==> config.mk <==
export PLATFORM = sky130hd
export DESIGN_NAME = board_arbiter
export DESIGN_NICKNAME = d
export VERILOG_FILES = /design/src/rtl/board_arbiter.sv
export SDC_FILE = /design/constraint.sdc
export NUM_CORES = 1
export LEC_CHECK = 0
export ABC_CLOCK_PERIOD_IN_PS = 4330
export CAP_MARGIN = 20
export CORE_AREA = 2 2 570 572
export CTS_CLUSTER_SIZE = 40
export DETAILED_ROUTE_END_ITERATION = 16
export DIE_AREA = 0 0 572 574
export GPL_TIMING_DRIVEN = 0
export SLEW_MARGIN = 20
export SYNTH_ARGS = -nofsm -noshare
export SYNTH_HDL_FRONTEND = slang
export SYNTH_SLANG_ARGS = --single-unit
==> constraint.sdc <==
create_clock -name clk -period 4.33 [get_ports clk]
set_input_delay 0.433 -clock clk [delete_from_list [all_inputs] [get_ports clk]]
set_output_delay 0.433 -clock clk [all_outputs]
set_load 0.02 [all_outputs]
==> src/rtl/board_arbiter.sv <==
// Move-generation arbiter: clears the column units, waits for them to finish, then
// drains their result FIFOs round-robin into a single ready/valid output stream.
module board_arbiter #(
    parameter int NCOL       = 8,
    parameter int W          = 160,
    parameter int CLR_CYCLES = 2,
    parameter int TIMEOUT    = 1023
) (
    input  logic              clk,
    input  logic              reset,
    input  logic              start,
    input  logic [NCOL-1:0]   colDone,
    input  logic [NCOL-1:0]   colEmpty,
    input  logic [NCOL*W-1:0] colData,
    output logic [NCOL-1:0]   colRden,
    output logic              colReset,
    output logic              outValid,
    input  logic              outReady,
    output logic [W-1:0]      outData,
    output logic [7:0]        moveCount,
    output logic              busy,
    output logic              done,
    output logic              error
);

    localparam int SW = (NCOL > 1) ? $clog2(NCOL) : 1;
    localparam int CW = (CLR_CYCLES > 1) ? $clog2(CLR_CYCLES + 1) : 1;
    localparam int TW = $clog2(TIMEOUT + 1);

    typedef enum logic [2:0] {IDLE, CLEAR, GEN, SEL, READ, OUT, FIN} state_t;

    state_t        state, state_nxt;
    logic [SW-1:0] rr_ptr, sel, pick_idx, sel_inc, idx;
    logic [SW:0]   sum;
    logic          pick_found, all_done, clr_last, wdog_expire, handshake;
    logic [CW-1:0] clr_cnt;
    logic [TW-1:0] wdog;
    logic [7:0]    move_count;
    logic          err_q, out_valid_q;
    logic [W-1:0]  out_data_q;

    assign all_done    = &colDone;
    assign clr_last    = (clr_cnt == CW'(CLR_CYCLES - 1));
    assign wdog_expire = (wdog == TW'(TIMEOUT - 1));
    assign handshake   = out_valid_q & outReady;
    assign sel_inc     = (sel == SW'(NCOL - 1)) ? '0 : sel + 1'b1;

    // First non-empty column at or after rr_ptr, wrapping modulo NCOL
    always_comb begin
        pick_found = 1'b0;
        pick_idx   = '0;
        sum        = '0;
        idx        = '0;
        for (int i = 0; i < NCOL; i++) begin
            sum = {1'b0, rr_ptr} + (SW + 1)'(i);
            if (sum >= (SW + 1)'(NCOL))
                sum = sum - (SW + 1)'(NCOL);
            idx = sum[SW-1:0];
            if (!pick_found && !colEmpty[idx]) begin
                pick_found = 1'b1;
                pick_idx   = idx;
            end
        end
    end

    always_ff @(posedge clk) begin
        if (reset)
            state <= IDLE;
        else
            state <= state_nxt;
    end

    always_comb begin
        state_nxt = state;
        colRden   = '0;
        case (state)
            IDLE, FIN: if (start) state_nxt = CLEAR;
            CLEAR:     if (clr_last) state_nxt = GEN;
            GEN: begin
                if (all_done)
                    state_nxt = SEL;
                else if (wdog_expire)
                    state_nxt = FIN;
            end
            SEL: begin
                if (pick_found) begin
                    state_nxt = READ;
                    if (!reset)
                        colRden[pick_idx] = 1'b1;
                end else begin
                    state_nxt = FIN;
                end
            end
            READ:      state_nxt = OUT;
            OUT:       if (handshake) state_nxt = SEL;
            default:   state_nxt = IDLE;
        endcase
    end

    always_ff @(posedge clk) begin
        if (reset) begin
            rr_ptr      <= '0;
            sel         <= '0;
            clr_cnt     <= '0;
            wdog        <= '0;
            move_count  <= '0;
            err_q       <= 1'b0;
            out_valid_q <= 1'b0;
            out_data_q  <= '0;
        end else begin
            case (state)
                IDLE, FIN: begin
                    if (start) begin
                        rr_ptr     <= '0;
                        clr_cnt    <= '0;
                        move_count <= '0;
                        err_q      <= 1'b0;
                    end
                end
                CLEAR: begin
                    clr_cnt <= clr_cnt + 1'b1;
                    wdog    <= '0;
                end
                GEN: begin
                    if (!all_done) begin
                        wdog <= wdog + 1'b1;
                        if (wdog_expire)
                            err_q <= 1'b1;
                    end
                end
                SEL: if (pick_found) sel <= pick_idx;
                // FIFO data for the column read in SEL is present this cycle
                READ: begin
                    out_data_q  <= colData[sel*W +: W];
                    out_valid_q <= 1'b1;
                    if (move_count != 8'hFF)
                        move_count <= move_count + 1'b1;
                end
                OUT: begin
                    if (handshake) begin
                        out_valid_q <= 1'b0;
                        rr_ptr      <= sel_inc;
                    end
                end
                default: ;
            endcase
        end
    end

    assign colReset  = reset | (state == CLEAR);
    assign busy      = (state != IDLE) && (state != FIN);
    assign done      = (state == FIN);
    assign error     = err_q;
    assign outValid  = out_valid_q;
    assign outData   = out_data_q;
    assign moveCount = move_count;

endmodule

### Word-level counts from Yosys, hierarchy flattened

Cells that the tools add are included.

| cells by class | value |
|---|---|
| add/subtract/negate cells | 19 |
| $mul | 1 |
| $lt $le $gt $ge | 18 |
| equal/unequal tests | 18 |
| shifts and indexed selects | 1 |
| muxes and demuxes | 69 |
| bitwise gates (word level) | 2 |
| reduce and logical (&&, ||, !) cells | 40 |

Operators by type and width:

| kind | count |
|---|---|
| $shiftx 1280x12->160 | 1 |
| $mux 3 | 24 |
| $mux 8 | 5 |
| $lt 3x4->1 const B | 9 |
| $ge 4x4->1 const B | 7 |
| $bmux 1 s3 | 8 |
| $sub 3x1->3 const B | 8 |
| $mux 1 | 21 |
| $pmux 10 s2 | 1 |
| $pmux 3 s6 | 1 |
| $add 3x3->4 const B | 4 |
| $pmux 8 s2 | 1 |
| $logic_not 1->1 | 13 |
| $eq 3x3->1 const B | 4 |
| $ne 2x2->1 const B | 6 |
| $reduce_bool 2->1 | 6 |
| $add 10x1->10 const B | 1 |
| $eq 10x10->1 const B | 1 |
| $mux 10 | 1 |
| $logic_and 1x1->1 | 9 |
| $add 3x2->4 const B | 2 |
| $add 8x1->8 const B | 1 |
| $ne 8x8->1 const B | 1 |
| $reduce_and 2->1 | 4 |
| 23 further kinds | 29 |

| storage, ports and cells | value |
|---|---|
| bits in registers | 191 |
| bits of input ports | 1300 |
| logic and storage cells | 177 |

### Logic depth before layout (Yosys ltp)

| logic depth | value |
|---|---|
| word-level depth | 33 |
| gate-level depth with buffers | 12 |
| depth with buffers taken out | 9 |

### Worst setup path after synthesis

Ideal clock, no wire load.

| timing | value |
|---|---|
| kind | flip-flop to output port |
| start point | reg rr_ptr[1] |
| end point | out colRden[0] |
| arrival | 3.409 ns |
| slack | 0.488 ns |
| cell stages (with the launch flop) | 12 |
| buffers on the path | 2 |
| cells stage by stage | dfxtp_1 buf_2 inv_1 ha_1 buf_4 mux4_2 mux2_2 nand3_2 a21oi_1 a211o_1 o21ba_2 nor4_1 |

| between the ends | value |
|---|---|
| cells in the longest elaborated chain, start to end | 33 |
| elaborated cells between the ends (all ways) | 91 |
| classes of those cells | add/sub: 15; order compare: 10; mux: 45; reduce/logical: 21 |

RTL lines:

| what | RTL line | source |
|---|---|---|
| start: declaration | 33 | `logic [SW-1:0] rr_ptr, sel, pick_idx, sel_inc, idx;` |
| start signal: assignment | 142 | `rr_ptr <= sel_inc;` |
| $add 3x1->4 | 55 | `sum = {1'b0, rr_ptr} + (SW + 1)'(i);` |
| $ge 4x4->1 / $sub 3x1->3 (equally long branches) | 56, 57 |  |
| $mux 3 | 56 | `if (sum >= (SW + 1)'(NCOL))` |
| $bmux 1 s3 | 59 | `if (!pick_found && !colEmpty[idx]) begin` |
| $mux 1 (implied by the code) | 59 |  |
| $logic_not 1->1 | 59 |  |
| $logic_and 1x1->1 | 59 |  |
| $mux 1 | 59 |  |
| (+17 left out) | - |  |
| $mux 3 | 59 |  |
| $lt 3x4->1 (implied by the code) / $ge 3x1->1 (equally long branches) | 89 | `colRden[pick_idx] = 1'b1;` |
| $logic_and 1x1->1 (implied by the code) | 89 |  |
| $mux 1 (implied by the code) | 89 |  |
| $demux 1 s3 | 89 |  |
| $mux 8 | 88 | `if (!reset)` |
| $mux 8 * | 86 | `if (pick_found) begin` |
| $mux 8 * | 76 | `case (state)` |
| end: declaration | 15 | `output logic [NCOL-1:0] colRden,` |

Mark *: on every way between the ends. The rest lies on a longest branch, timed or not. The select of a mux whose other input is x is not followed.

### Worst setup path after layout

| timing | value |
|---|---|
| start point | reg rr_ptr[1] |
| end point | out colRden[4] |

Same word-level chain as after synthesis.

==> results.md <==
- Status: finished with violations
- Failing checks: negative setup slack
- CP Capture Type: primary output
- Post-Synthesis Cell Area: 0.0169 mm2
- Worst slew pin tran: 1130 ps
- DP HPWL: 298000 um
- Synth cell types: 62
- Post-synth top area cell: mux4_2
- Worst EP required: 3900 ps
- FMAX: 0.226 GHz
- Initial antenna violation count: 502
- Nets: 4260
- Most frequent cell after synthesis: mux4_2
- CTS root buffer: clkbuf_16
- I/O pin count: 1481
- Setup-failing EPs final: 5
- Wire length per cell: 43.4 um
- Commonest cells post-synth: mux4_2, nor2_1, dfxtp_1
- Worst-Skew Late Latency: 580 ps
- Synthesized flop and latch total: 191
- Register clock-pin slew on the reported worst setup and hold paths: 100 ps
- Hold Fails Final Rpt: 0
- IO buf count: 1480
- Max Slew Vio Count: 0
- Chip height: 574 um
- Tcrit/Tclk final: 102%
- Minimum clock period: 4420 ps
- Lkg Pwr: 0.0109 uW
- Num CTS Buffers: 25
- Core area: 0.323 mm2
- CTS tree: built
- Std-Cell Rows: 209
- Count of flip-flops with a built-in enable after synthesis: 0
- # fillers: 36975
- Fin Hold WS: 502 ps
- Critical path arrival: 3990 ps
- Post-synth ARST share: 0%
- Sequential fraction of the synthesis area: 22.6%
- Final Util: 12.1%
- Number of global-route vias before repair: 22329
- Tot Pwr: 8710 uW
- Share of cells above drive strength 1: 16.2%
- Via count: 23850
- Syn avg cell area: 12.0 um2
- Vias/cell: 3.21
- Syn Nets: 2721
- Gr usage total: 18.9%
- Worst path max stage delay: 590 ps
- Max-cap viol count: 0
- First-pass DRT Iterations: 5
- WS Path Type: reg -> out
- H-tree Lvls: 4
- Pin count of the biggest net entering global routing: 24
- Clk sink count: 191
- Final Worst Setup Slack: -93.1 ps
- Synth top area cells: mux4_2, dfxtp_1, mux2i_1
- Worst Skew: 38.9 ps
- Max Buffers Root-to-Sink: 3
- Initial detailed-routing violation count: 2076
- Pwr per Cell Area: 223 mW/mm2
- Post-CTS Hold Buffers: 0
- Global route overflow: 0
- Worst Hold Class: reg -> reg
- Die area: 0.328 mm2
- RSZ-0062 raised after global routing: yes
- Initial Utilization: 5.25%
- Antenna Violating Nets Remaining: 0
- Drc violations: 0
- Post-synth top area share: 43.6%
- Mapped Cells: 1412
- RD Place Congestion: 0.955
- Final wirelength: 322000 um
- First-pass GRT wire length: 368000 um
- CP max stage cell: mux4_2
- CP startpoint kind: register
- Maximum vdd drop: 0.279 mV
- Slew Limit Headroom: 24.5%
- Cells along the critical path: buf_8 -> inv_8 -> ha_4 -> mux4_2 -> mux2_4 -> nand3_4 -> a2111oi_4 -> clkbuf_16 -> a211oi_4 -> buf_4 -> o2111ai_4 -> buf_12 -> nor3_4 -> buf_6
- DIE WIDTH: 572 um
- CP Max Fanout: 6
- Synth Flop Type: dfxtp_1
- P&R area growth vs syn: 131%
- Synth warnings: 0
-- power breakdown --
part | switching, uW | internal (uW)
registers | 42.2 | 1810
clock network | 1110 | 1220
logic | 2310 | 2220
-- per-layer routing --
| layer | wire length [um] | track usage (%) | vias to the layer above |
|---|---|---|---|
| li1 | - | - | 9089 |
| met1 | 119000 | 20.8 | 11611 |
| met2 | 146000 | 30.4 | 2108 |
| met3 | 41500 | 9.93 | 838 |
| met4 | 15400 | 7.61 | 204 |
| met5 | 1390 | 0 | - |
-- area by class of cell --
| type | instances | area (um2) | area share, % |
|---|---|---|---|
| buffer | 154 | 659 | 1.69 |
| timing repair buffer | 1513 | 15300 | 39.2 |
| antenna | 142 | 355 | 0.909 |
| clock inverter | 5 | 82.6 | 0.211 |
| inverter | 18 | 75.1 | 0.192 |
| tap | 4325 | 5410 | 13.8 |
| clock buffer | 28 | 667 | 1.71 |
| multi-input combinational | 1048 | 12700 | 32.5 |
| sequential | 191 | 3830 | 9.80 |
-- logic make-up after synthesis --
family,synth area share [%]
mux,54.4
simple gates,6.85
compound gates,10.7
flops,22.6
buf+inv,3.94
xor+xnor,0.923
fa+ha+maj,0.665
-- worst max-delay path, delay by kind of cell (launching register included) --
kind,cells,cell delay (ps)
and+or+nand+nor,2,350
muxes,2,910
adders and majority gates,1,300
buffers and inverters,6,880
AOI/OAI and AO/OA,3,590
DFF,1,370
-- cell usage in the layout, fill, tap and decap left out, drive strengths merged, types with 3 or more instances in the layout --
cell	Yosys	routed
a21oi	20	20
nor3	10	10
mux2	4	4
ha	9	9
or3	3	3
and4	3	3
inv	18	20
mux4	328	328
dfxtp	191	191
mux2i	177	177
diode	0	142
o221ai	5	5
a31oi	4	4
nor4	4	4
xor2	14	14
xnor2	3	3
buf	49	83
nand3	14	14
a32oi	5	5
nor2b	4	4
clkdlybuf4s50	0	1472
clkbuf	106	139
nand2	19	19
a211oi	165	165
nor2	195	195
nand4	7	7
o21ai	16	16
and2	4	4
and3	3	3
-- state kept, by name, summed over array words and instances (netlist names) --
signal and flops:
clr_cnt 2, outValid 1, sel 3, moveCount 8, wdog 10, state 3, error 1, outData 160
rr_ptr 3
-- worst paths after layout --
path | startpoint | endpoint | slack, ps | cells past startpoint
worst min-delay path | error | error | 500 | 2
worst min register to register | error | error | 500 | 2
worst max-delay path | rr_ptr[1] | colRden[4] | -90 | 14
worst max register to register | sel[0] | outData[97] | 520 | 7
-- per-stage QoR --
| stage | instance area [um2] | setup slack (ps) | setup TNS [ps] | instances |
|---|---|---|---|---|
| floorplan | 16900 | 488 | 0 | 1412 |
| global placement | 37200 | -2690 | -242690 | 7217 |
| CTS | 38700 | -71.2 | -279 | 7276 |
| detailed placement | 37500 | -892 | -5570 | 7231 |
| finish | 39100 | -93.1 | -172 | 7424 |
| global route | 38900 | -217 | -813 | 7355 |
-- repair_timing --
| action | 4_1_cts | 5_1_grt |
|---|---|---|
| buffers inserted | 12 | 7 |
| endpoints found under the setup margin | 8 | 8 |
| resized for setup | 90 | 3 |
| pin swaps | 10 | 7 |
(Power assumes the default switching activity.)
==> RTL edit 1: new RTL, config.mk and constraints unchanged <==
Change the parameter `TIMEOUT` from 1023 to 2046.
--- a/src/rtl/board_arbiter.sv
+++ b/src/rtl/board_arbiter.sv
@@ -4,7 +4,7 @@
     parameter int NCOL       = 8,
     parameter int W          = 160,
     parameter int CLR_CYCLES = 2,
-    parameter int TIMEOUT    = 1023
+    parameter int TIMEOUT    = 2046
 ) (
     input  logic              clk,
     input  logic              reset,
Function: no difference found for any inputs over 4 cycles, from zero or initial values and one cycle with reset high; that may be too few to reach the edited logic, so the function may still have changed.
==> RTL edit 1 against the original RTL <==
Largest power group unchanged. Hold slack about the same. Sequential cell count increased by 1. Largest cell class unchanged. Register-to-register slack got worse by 0.09 ns. Final area about the same. Power decreased by 7.3%. Routed wire length decreased by 0.22%. Synthesized area increased by 0.36%. Worst setup slack improved by 0.22 ns.
==> RTL edit 1: results (changes against the original RTL) <==
stage	metric	value	unit	change
clocking	cts_sinks	192		was 191
global_route	grtUsageMet2	30.1	%	was 30.4%
pwr	p_int	0.00493	W	was 0.00526 W
setup_path	crit_family	simple AND/OR/NAND/NOR gates		was multiplexers
cells_and_area	nFillCells	36900		was 37000
logic_synthesis	seq_area_frac_synth	22.6	%	about the same
place	placed_area	0.0377	mm2	was 0.0375 mm2
cells_and_area	clock_area_share	1.79	%	was 1.92%
outcome	status	finished clean		was finished with violations
cells_and_area	inverters	16		was 18
detailed_routing	drtIter0Drc	2234		was 2076
setup_path	crit_path_end	colRden[5]		was colRden[4]
logic_synthesis	synth_cell_types	59		was 62
global_route	grtUsageMet3	8.92	%	was 9.93%
detailed_routing	vias	24000		was 23900
logic_synthesis	synthCells	1427		was 1412
timing	worst_hold_slack	0.502	ns	about the same
detailed_routing	wl_met1	120000	um	was 119000 um
logic_synthesis	synthTopCellsByArea	mux4_2 (43%), dfxtp_1 (23%), mux2i_1 (10%)		was mux4_2 (44%), dfxtp_1 (23%), mux2i_1 (10%)
setup_path	worstRegToRegCells	6		was 7
logic_synthesis	synthXorXnorAreaFrac	1.14	%	was 0.923%
place	gp_congestion	0.997		was 0.955
global_route	met1_usage	21.5	%	was 20.8%
pwr	p_comb	0.00395	W	was 0.00453 W
logic_synthesis	syn-num-nets	2736		was 2721
cells_and_area	fin_area	0.0391	mm2	about the same
logic_synthesis	synth_commonest_cells	mux4_2 (327), nor2_1 (202), dfxtp_1 (192)		was mux4_2 (328), nor2_1 (195), dfxtp_1 (191)
setup_path	r2r_slack	0.43	ns	was 0.52 ns
detailed_routing	routed_wl	322000	um	about the same
global_route	grt_pass1_wl	370000	um	was 368000 um
cells_and_area	multi_input_area_share	32.6	%	was 32.5%
setup_path	regToRegEndpoint	outData[101]$_SDFFE_PP0P_		was outData[97]$_SDFFE_PP0P_
timing	clock.fmax	238	MHz	was 226 MHz
cells_and_area	nNonClkBuffers	1673		was 1667
global_route	grt_max_degree	20		was 24
timing	skew	0.0415	ns	was 0.0389 ns
logic_synthesis	synth_mux_area_share	54.3	%	was 54.4%
setup_path	crit_start	rr_ptr[0]$_SDFFE_PP0P_		was rr_ptr[1]$_SDFFE_PP0P_
detailed_routing	dr_wl_met2	143000	um	was 146000 um
cells_and_area	seq_area	0.00385	mm2	was 0.00383 mm2
-- RTL edit 1: cell count changes after synthesis, moves of 5 or more --
| cell | change |
|---|---|
| nand2_1 | +14 |
| nor3_1 | +8 |
| nand3_1 | -7 |
| nor2_1 | +7 |
| a32oi_1 | -5 |
-- RTL edit 1: repair_timing --
| action | in CTS | in global routing |
|---|---|---|
| buffers inserted | 17 | 3 |
| pin swaps | 10 | 4 |
| setup endpoints to repair | 8 | 7 |
| cloned | 0 | 0 |
| gates resized for setup | 83 | 10 |
| hold buffers | 0 | 0 |
-- RTL edit 1: cells by family (layout without fill, tap and decap cells) --
| group | Yosys count | after routing |
|---|---|---|
| mux | 510 | 510 |
| simple gates | 295 | 295 |
| fa+ha+maj | 9 | 9 |
| other cells | 0 | 131 |
| xor+xnor | 20 | 20 |
| compound gates | 229 | 229 |
| flops | 192 | 192 |
| buf+inv | 172 | 1721 |
==> RTL edit 2: new RTL, same settings <==
Made on the original files. Put one more register stage on the output `moveCount`. The value now appears one clock later. The other outputs are not delayed to match.
--- a/src/rtl/board_arbiter.sv
+++ b/src/rtl/board_arbiter.sv
@@ -153,7 +153,9 @@
     assign error     = err_q;
     assign outValid  = out_valid_q;
     assign outData   = out_data_q;
-    assign moveCount = move_count;
+    always_ff @(posedge clk) begin
+        moveCount <= move_count;
+    end
 
 endmodule
 
Behaviour: no difference found for any inputs over 4 cycles, from zero or initial values and one cycle with reset high; that may be too few to reach the edited logic, so the function may still have changed.
==> RTL edit 2 against the original RTL <==
Register-to-register slack worse by 0.11 ns. Via count is 0.80% higher. Sequential power increased by 3%. Utilization shrank 0.091 points. Sequential cell count grew 8. Routed wire length decreased by 1.2%. Critical endpoint is now colRden[2]. Final area down 0.75%. Synthesized cell count is essentially flat. First-iteration DRC count grew 2.5%. Clock power fell by 6%. Synthesized area rose by 0.18%. Worst setup slack better by 0.21 ns. Power down 12%.
==> RTL edit 2: results (changes against the original RTL) <==
stage	metric	value	unit	change
setup_path	critPathMaxFanout	5		was 6
clocking	post_cts_buffers	13		was 12
outcome	status	finished clean		was finished with violations
cells_and_area	n_antenna_cell	137		was 142
global_route	antenna_found_initial	498		was 502
cells_and_area	fin_nets	4251		was 4260
logic_synthesis	synth_adder_area_share	0.663	%	was 0.665%
cells_and_area	nonClkBufAreaFrac	40.8	%	was 40.9%
logic_synthesis	syn-num-nets	2720		was 2721
cells_and_area	clockBufferCount	27		was 28
clocking	cts-resized-gates	83		was 90
setup_path	regToRegEndpoint	outData[150]$_SDFFE_PP0P_		was outData[97]$_SDFFE_PP0P_
cells_and_area	clock_area_share	1.83	%	was 1.92%
cells_and_area	drive_gt1_share	16.3	%	was 16.2%
cells_and_area	inverters	14		was 18
logic_synthesis	seq_area_frac_synth	23.5	%	was 22.6%
global_route	grt_pass1_vias	22200		was 22300
setup_path	r2r_slack	0.41	ns	was 0.52 ns
cells_and_area	multi_input_area	0.0124	mm2	was 0.0127 mm2
detailed_routing	drtIter0Drc	2128		was 2076
cells_and_area	num-multi-input-gates	1041		was 1048
worst_hold_path	min_to	moveCount[5]$_DFF_P_		was error$_SDFFE_PP0P_
timing	skew	0.0310	ns	was 0.0389 ns
setup_path	worstRegToRegCells	6		was 7
worst_hold_path	whs_path_depth	0		was 2
pwr	peakVddDrop	0.425	mV	was 0.279 mV
detailed_routing	wl_per_cell	43.0	um	was 43.4 um
place	dp_hpwl	292000	um	was 298000 um
global_route	grt_usage	18.7	%	was 18.9%
-- RTL edit 2: power by group through the flow --
stage          clock network (W)  registers [W]  logic [W]
2_1_floorplan                  0        0.00198    0.00113
3_3_place_gp                   0        0.00196    0.00357
3_5_place_dp                   0        0.00196    0.00359
4_1_cts                  0.00230        0.00191    0.00362
5_1_grt                  0.00233        0.00192    0.00372
6_report                 0.00220        0.00192    0.00357
-- RTL edit 2: kinds of logic (layout without fill, tap and decap cells) --
logic type | after synthesis | in the layout
compound gates | 224 | 224
xor+xnor | 16 | 16
fa+ha+maj | 9 | 9
buf+inv | 171 | 1707
flops | 199 | 199
mux | 506 | 506
other cells | 0 | 137
simple gates | 286 | 286
-- RTL edit 2: stage by stage --
stage	setup slack, ns	hold slack, ns	area, um2	instances
5_1_grt	0.00153	0.402	38600	7343
6_report	0.117	0.389	38800	7409
4_1_cts	-0.0671	0.386	38400	7268
2_1_floorplan	0.300	0.358	17000	1411
3_5_place_dp	-0.503	0.372	37500	7223
3_3_place_gp	-2.01	0.371	37200	7215
